==> src/rtl/rf_seq_pkg.sv <==
// Shared opcode/state encodings and default widths for the register-file/ALU sequencer.
package rf_seq_pkg;

    localparam int unsigned DATA_W_DEF = 8;
    localparam int unsigned ADDR_W_DEF = 3;
    localparam int unsigned CNT_W_DEF  = 8;

    typedef enum logic [1:0] {
        OP_LOADI = 2'b00,
        OP_ADD   = 2'b01,
        OP_SUB   = 2'b10,
        OP_MOV   = 2'b11
    } op_e;

    typedef enum logic [2:0] {
        S_IDLE = 3'd0,
        S_READ = 3'd1,
        S_EXEC = 3'd2,
        S_WB   = 3'd3,
        S_DONE = 3'd4
    } state_e;

endpackage

==> src/rtl/rf_alu_sequencer.sv <==
// Multi-cycle controller: accepts one register-to-register command, then reads the
// register file, runs the external add/sub ALU and writes the result back.
module rf_alu_sequencer
    import rf_seq_pkg::*;
#(
    parameter int unsigned DATA_W = DATA_W_DEF,
    parameter int unsigned ADDR_W = ADDR_W_DEF,
    parameter int unsigned CNT_W  = CNT_W_DEF
) (
    input  logic              clk,
    input  logic              rst,
    input  logic              cmd_valid,
    output logic              cmd_ready,
    input  logic [1:0]        cmd_op,
    input  logic [ADDR_W-1:0] cmd_dst,
    input  logic [ADDR_W-1:0] cmd_src1,
    input  logic [ADDR_W-1:0] cmd_src2,
    input  logic [DATA_W-1:0] cmd_imm,
    output logic [ADDR_W-1:0] rf_ra1,
    output logic [ADDR_W-1:0] rf_ra2,
    input  logic [DATA_W-1:0] rf_rd1,
    input  logic [DATA_W-1:0] rf_rd2,
    output logic              rf_we3,
    output logic [ADDR_W-1:0] rf_wa3,
    output logic [DATA_W-1:0] rf_wd3,
    output logic              alu_sel,
    output logic [DATA_W-1:0] alu_a,
    output logic [DATA_W-1:0] alu_b,
    input  logic [DATA_W-1:0] alu_s,
    input  logic              alu_ovf,
    output logic              done,
    output logic              last_ovf,
    output logic [CNT_W-1:0]  op_count
);

    state_e            state;
    state_e            state_next;
    logic              accept_c;

    op_e               op_q;
    logic [ADDR_W-1:0] dst_q;
    logic [ADDR_W-1:0] src1_q;
    logic [ADDR_W-1:0] src2_q;
    logic [DATA_W-1:0] opa_q;
    logic [DATA_W-1:0] opb_q;
    logic [DATA_W-1:0] result_q;
    logic              ovf_q;
    logic              sel_q;

    // State register
    always_ff @(posedge clk or posedge rst) begin
        if (rst) begin
            state <= S_IDLE;
        end else begin
            state <= state_next;
        end
    end

    // Next-state decode; LOADI skips straight to write-back, MOV skips the ALU
    always_comb begin
        state_next = state;
        accept_c   = 1'b0;
        case (state)
            S_IDLE: begin
                if (cmd_valid) begin
                    accept_c   = 1'b1;
                    state_next = (op_e'(cmd_op) == OP_LOADI) ? S_WB : S_READ;
                end
            end
            S_READ:  state_next = (op_q == OP_MOV) ? S_WB : S_EXEC;
            S_EXEC:  state_next = S_WB;
            S_WB:    state_next = S_DONE;
            S_DONE:  state_next = S_IDLE;
            default: state_next = S_IDLE;
        endcase
    end

    // Command latch and operand/result pipeline; LOADI parks its immediate in result_q
    always_ff @(posedge clk or posedge rst) begin
        if (rst) begin
            op_q     <= OP_LOADI;
            dst_q    <= '0;
            src1_q   <= '0;
            src2_q   <= '0;
            opa_q    <= '0;
            opb_q    <= '0;
            result_q <= '0;
            ovf_q    <= 1'b0;
            sel_q    <= 1'b0;
        end else begin
            case (state)
                S_IDLE: begin
                    if (accept_c) begin
                        op_q     <= op_e'(cmd_op);
                        dst_q    <= cmd_dst;
                        src1_q   <= cmd_src1;
                        src2_q   <= cmd_src2;
                        result_q <= cmd_imm;
                        ovf_q    <= 1'b0;
                        sel_q    <= (op_e'(cmd_op) == OP_SUB);
                    end
                end
                S_READ: begin
                    opa_q <= rf_rd1;
                    opb_q <= rf_rd2;
                    if (op_q == OP_MOV) begin
                        result_q <= rf_rd1;
                    end
                end
                S_EXEC: begin
                    result_q <= alu_s;
                    ovf_q    <= alu_ovf;
                end
                default: ;
            endcase
        end
    end

    // Registered handshake/strobe outputs and completion bookkeeping
    always_ff @(posedge clk or posedge rst) begin
        if (rst) begin
            cmd_ready <= 1'b1;
            rf_we3    <= 1'b0;
            done      <= 1'b0;
            last_ovf  <= 1'b0;
            op_count  <= '0;
        end else begin
            cmd_ready <= (state_next == S_IDLE);
            rf_we3    <= (state_next == S_WB);
            done      <= (state_next == S_DONE);
            if (state == S_WB) begin
                op_count <= op_count + CNT_W'(1);
                last_ovf <= ((op_q == OP_ADD) || (op_q == OP_SUB)) ? ovf_q : 1'b0;
            end
        end
    end

    // Address/operand outputs follow the latched command fields directly
    assign rf_ra1  = src1_q;
    assign rf_ra2  = src2_q;
    assign rf_wa3  = dst_q;
    assign rf_wd3  = result_q;
    assign alu_a   = opa_q;
    assign alu_b   = opb_q;
    assign alu_sel = sel_q;

endmodule

==> config.mk <==
export PLATFORM = sky130hd
export DESIGN_NAME = rf_alu_sequencer
export DESIGN_NICKNAME = d
export VERILOG_FILES = /design/src/rtl/rf_seq_pkg.sv /design/src/rtl/rf_alu_sequencer.sv
export SDC_FILE = /design/constraint.sdc
export NUM_CORES = 1
export LEC_CHECK = 0
export BUFFER_PORTS_ARGS = -buffer_cell sky130_fd_sc_hd__buf_2
export CAP_MARGIN = 15
export CORE_ASPECT_RATIO = 1.4
export CORE_MARGIN = 1.5
export CORE_UTILIZATION = 40
export CTS_CLUSTER_SIZE = 16
export DETAILED_ROUTE_END_ITERATION = 10
export GPL_TIMING_DRIVEN = 1
export PLACE_DENSITY_LB_ADDON = 0.05
export SLEW_MARGIN = 20
export SYNTH_ARGS = -nofsm -noshare
export SYNTH_HDL_FRONTEND = slang
export SYNTH_SLANG_ARGS = --single-unit
==> constraint.sdc <==
create_clock -name clk -period 1.6 [get_ports clk]
set_input_delay 0 -clock clk [delete_from_list [all_inputs] [get_ports clk]]
set_output_delay 0 -clock clk [all_outputs]
set_load 0.01 [all_outputs]
==> qor.csv <==
metric;value;unit
Worst-Margin Slew;0.471;ns
Crit. End Element;flip-flop;
RSZ-0062 raised after global routing;no;
Root Buffer;clkbuf_8;
min Tclk post-route;1.53;ns
commonest non-fill, non-tap cells in the layout;buf_2, dfrtp_1, mux2_2;
clock skew;0.00887;ns
Max Cap Violations;0;
first-pass GRT wire length;7850;um
die area;6410;um2
Avg Inst Size Synth;14.1;um2
Max rail drop VDD;0.815;mV
routed wire length;4880;um
DR vias;1761;
Post-CTS Setup Inserts;0;
Logic pwr share;48.9;%
Worst Setup Start Kind;flip-flop;
sequential share of the synthesized area;54.9;%
first-pass iteration count of the detailed router;4;
antenna-violating nets left;0;
clock buffer depth;2;
crit path DAT;1.71;ns
CP Class;reg2reg;
flop-to-flop setup slack;0.07;ns
sw frac;34.8;%
setup TNS;0;ns
Psw;2.15;mW
Antenna Diode Count;0;
clock network fraction of total power;13.0;%
Initial Util;41.0;%
Fillers;517;
max frequency;0.654;GHz
largest net degree at the start of global routing;28;
Die X;68.1;um
Lkg Pwr;1.67;nW
Gate Count Post-Synth;168;
Tot Pwr;6.19;mW
H-tree lvl count;2;
CTS sink cnt;52;
Synth Warn #;0;
aggregate global-route resource usage;16.1;%
Final Cycle Share;95.6;%
Final Hold Viols;0;
Die H;94.1;um
PortBufs;92;
total CTS buffers;5;
max_slew headroom;68.5;%
CTS tree;yes;
synthesis-stage register bit count;52;
Nets;348;
Final Wtd Congestion;0.756;
via density per instance;4.76;
P per Cell Area;1840;nW/um2
Clock Latency Late Sink;0.30;ns
syn nets;217;
outcome;finished, final reports clean;
P&R area growth vs syn;42.0;%
Max Slew Vio Count;0;
vias in the first global route;1739;
drt drc;0;
Crit Path Max Fanout;13;
synth unique cells;32;
Final HPWL DP;3390;um
layout cells sized above 1;51.7;%
Final setup viols;0;
synthesized area;2370;um2
Req. time, crit path;1.78;ns
drt initial violations;61;
core box area;5780;um2
Ports;93;
Overflow after GRT;0;
Int Pwr;4.03;mW
Cell Rows;33;
Reg clk slew, reported paths;0.09;ns
routed length per placed instance;13.2;um
Seq pwr share;38.1;%
HP Class;in2reg;
commonest non-fill, non-tap cell in the layout;buf_2;
antenna violations before repair;0;
-- synthesized netlist by cell type --
| library cell | instances | share of area (%) |
|---|---|---|
| a21oi_4 | 1 | 0.69 |
| dfstp_2 | 1 | 1.1 |
| inv_1 | 5 | 0.79 |
| buf_6 | 5 | 2.4 |
| nor2b_1 | 1 | 0.26 |
| nand3b_2 | 1 | 0.47 |
| nand4_1 | 3 | 0.79 |
| and3b_1 | 1 | 0.37 |
| nand3b_1 | 1 | 0.32 |
| buf_4 | 2 | 0.63 |
| nor4b_4 | 1 | 1.0 |
| dfrtp_1 | 51 | 54 |
| a32o_1 | 1 | 0.42 |
| and3_1 | 1 | 0.26 |
| or2_2 | 1 | 0.26 |
| mux2_2 | 35 | 17 |
| nor2_1 | 2 | 0.32 |
| xnor2_1 | 5 | 1.8 |
| nand3b_4 | 1 | 0.84 |
| o21bai_2 | 1 | 0.47 |
| o21ai_0 | 2 | 0.42 |
| a211oi_1 | 1 | 0.32 |
| nand2_1 | 7 | 1.1 |
| a21oi_1 | 1 | 0.21 |
| nor3b_1 | 3 | 0.95 |
| nor3_1 | 4 | 0.84 |
| nand3_1 | 2 | 0.42 |
| mux2i_1 | 21 | 8.9 |
| nor3b_4 | 1 | 0.79 |
| xor2_1 | 3 | 1.1 |
| buf_2 | 1 | 0.21 |
| ha_1 | 2 | 1.1 |
-- layout make-up --
| class | instances | area [um2] | share of cell area, % |
|---|---|---|---|
| Inverter | 5 | 18.8 | 0.557 |
| Multi-Input combinational cell | 103 | 973 | 28.9 |
| Timing Repair Buffer | 132 | 883 | 26.2 |
| Tap cell | 70 | 87.6 | 2.60 |
| Clock buffer | 8 | 100 | 2.97 |
| Sequential cell | 52 | 1300 | 38.7 |
-- repair_timing --
item                       CTS  global route
hold endpoints to repair    48             0
hold buffers                29             0
setup endpoints to repair    0             6
resized for setup            0             1
-- metrics by stage --
step	cell area, um2	setup WS [ns]	utilization, %	instances	hold slack, ns
after floorplan	2370	0.107	-	168	0.152
after global placement	2980	0.116	51.5	333	0.0507
after detailed placement	2980	0.0729	51.5	333	0.0540
after CTS	3370	0.0515	58.2	370	0.0950
after global routing	3370	0.000486	58.2	370	0.108
final	3370	0.0698	58.2	370	0.110
-- state kept, by name, indices dropped and copies added, names as in the netlist, 2 cells and up --
signal    cells
op_count      8
op_q          2
alu_b         8
rf_ra1        3
state         3
rf_ra2        3
alu_a         8
rf_wa3        3
rf_wd3        8
-- critical path, cell delays in order, from the launching register on --
cell and delay [ns]:
dfrtp_1 0.44, buf_4 0.18, nor4b_4 0.28, buf_12 0.18, mux2_2 0.34
-- logic make-up after synthesis --
logic type               after synthesis  share of synthesized area [%]
AO/OA/AOI/OAI                          7                           2.53
XOR/XNOR                               8                           2.96
adder cells (fa/ha/maj)                2                           1.06
buffers and inverters                 13                           4.01
flip-flops                            52                           54.9
multiplexers                          56                           25.5
AND/OR/NAND/NOR                       30                           9.02
-- power groups by stage --
| stage | Combinational (mW) | Sequential (mW) | Clock [mW] |
|---|---|---|---|
| after global routing | 3.30 | 2.46 | 0.884 |
| after global placement | 2.98 | 2.37 | 0 |
| after detailed placement | 3.02 | 2.39 | 0 |
| after floorplan | 1.81 | 2.57 | 0 |
| final | 3.02 | 2.36 | 0.807 |
| after CTS | 3.08 | 2.37 | 0.850 |
-- metal layers --
layer  global-route usage [%]  routed length, um  vias to the layer above
li1                         -                  -                      856
met1                     19.3               2070                      844
met2                     27.9               2500                       57
met3                     3.36                244                        4
met4                     5.67                 58                        0
met5                        0                  0                        -
-- worst paths after layout --
| path | from | endpoint | depth (start not counted) |
|---|---|---|---|
| max | state[0] | rf_ra2[0] | 4 |
| min in group asynchronous | rst | alu_b[1] | 3 |
| max reg2reg | state[0] | rf_ra2[0] | 4 |
| min reg2reg | last_ovf | last_ovf | 2 |
| min | cmd_valid | cmd_ready | 3 |
| max in group asynchronous | rst | cmd_ready | 4 |
(Power assumes the default switching activity.)
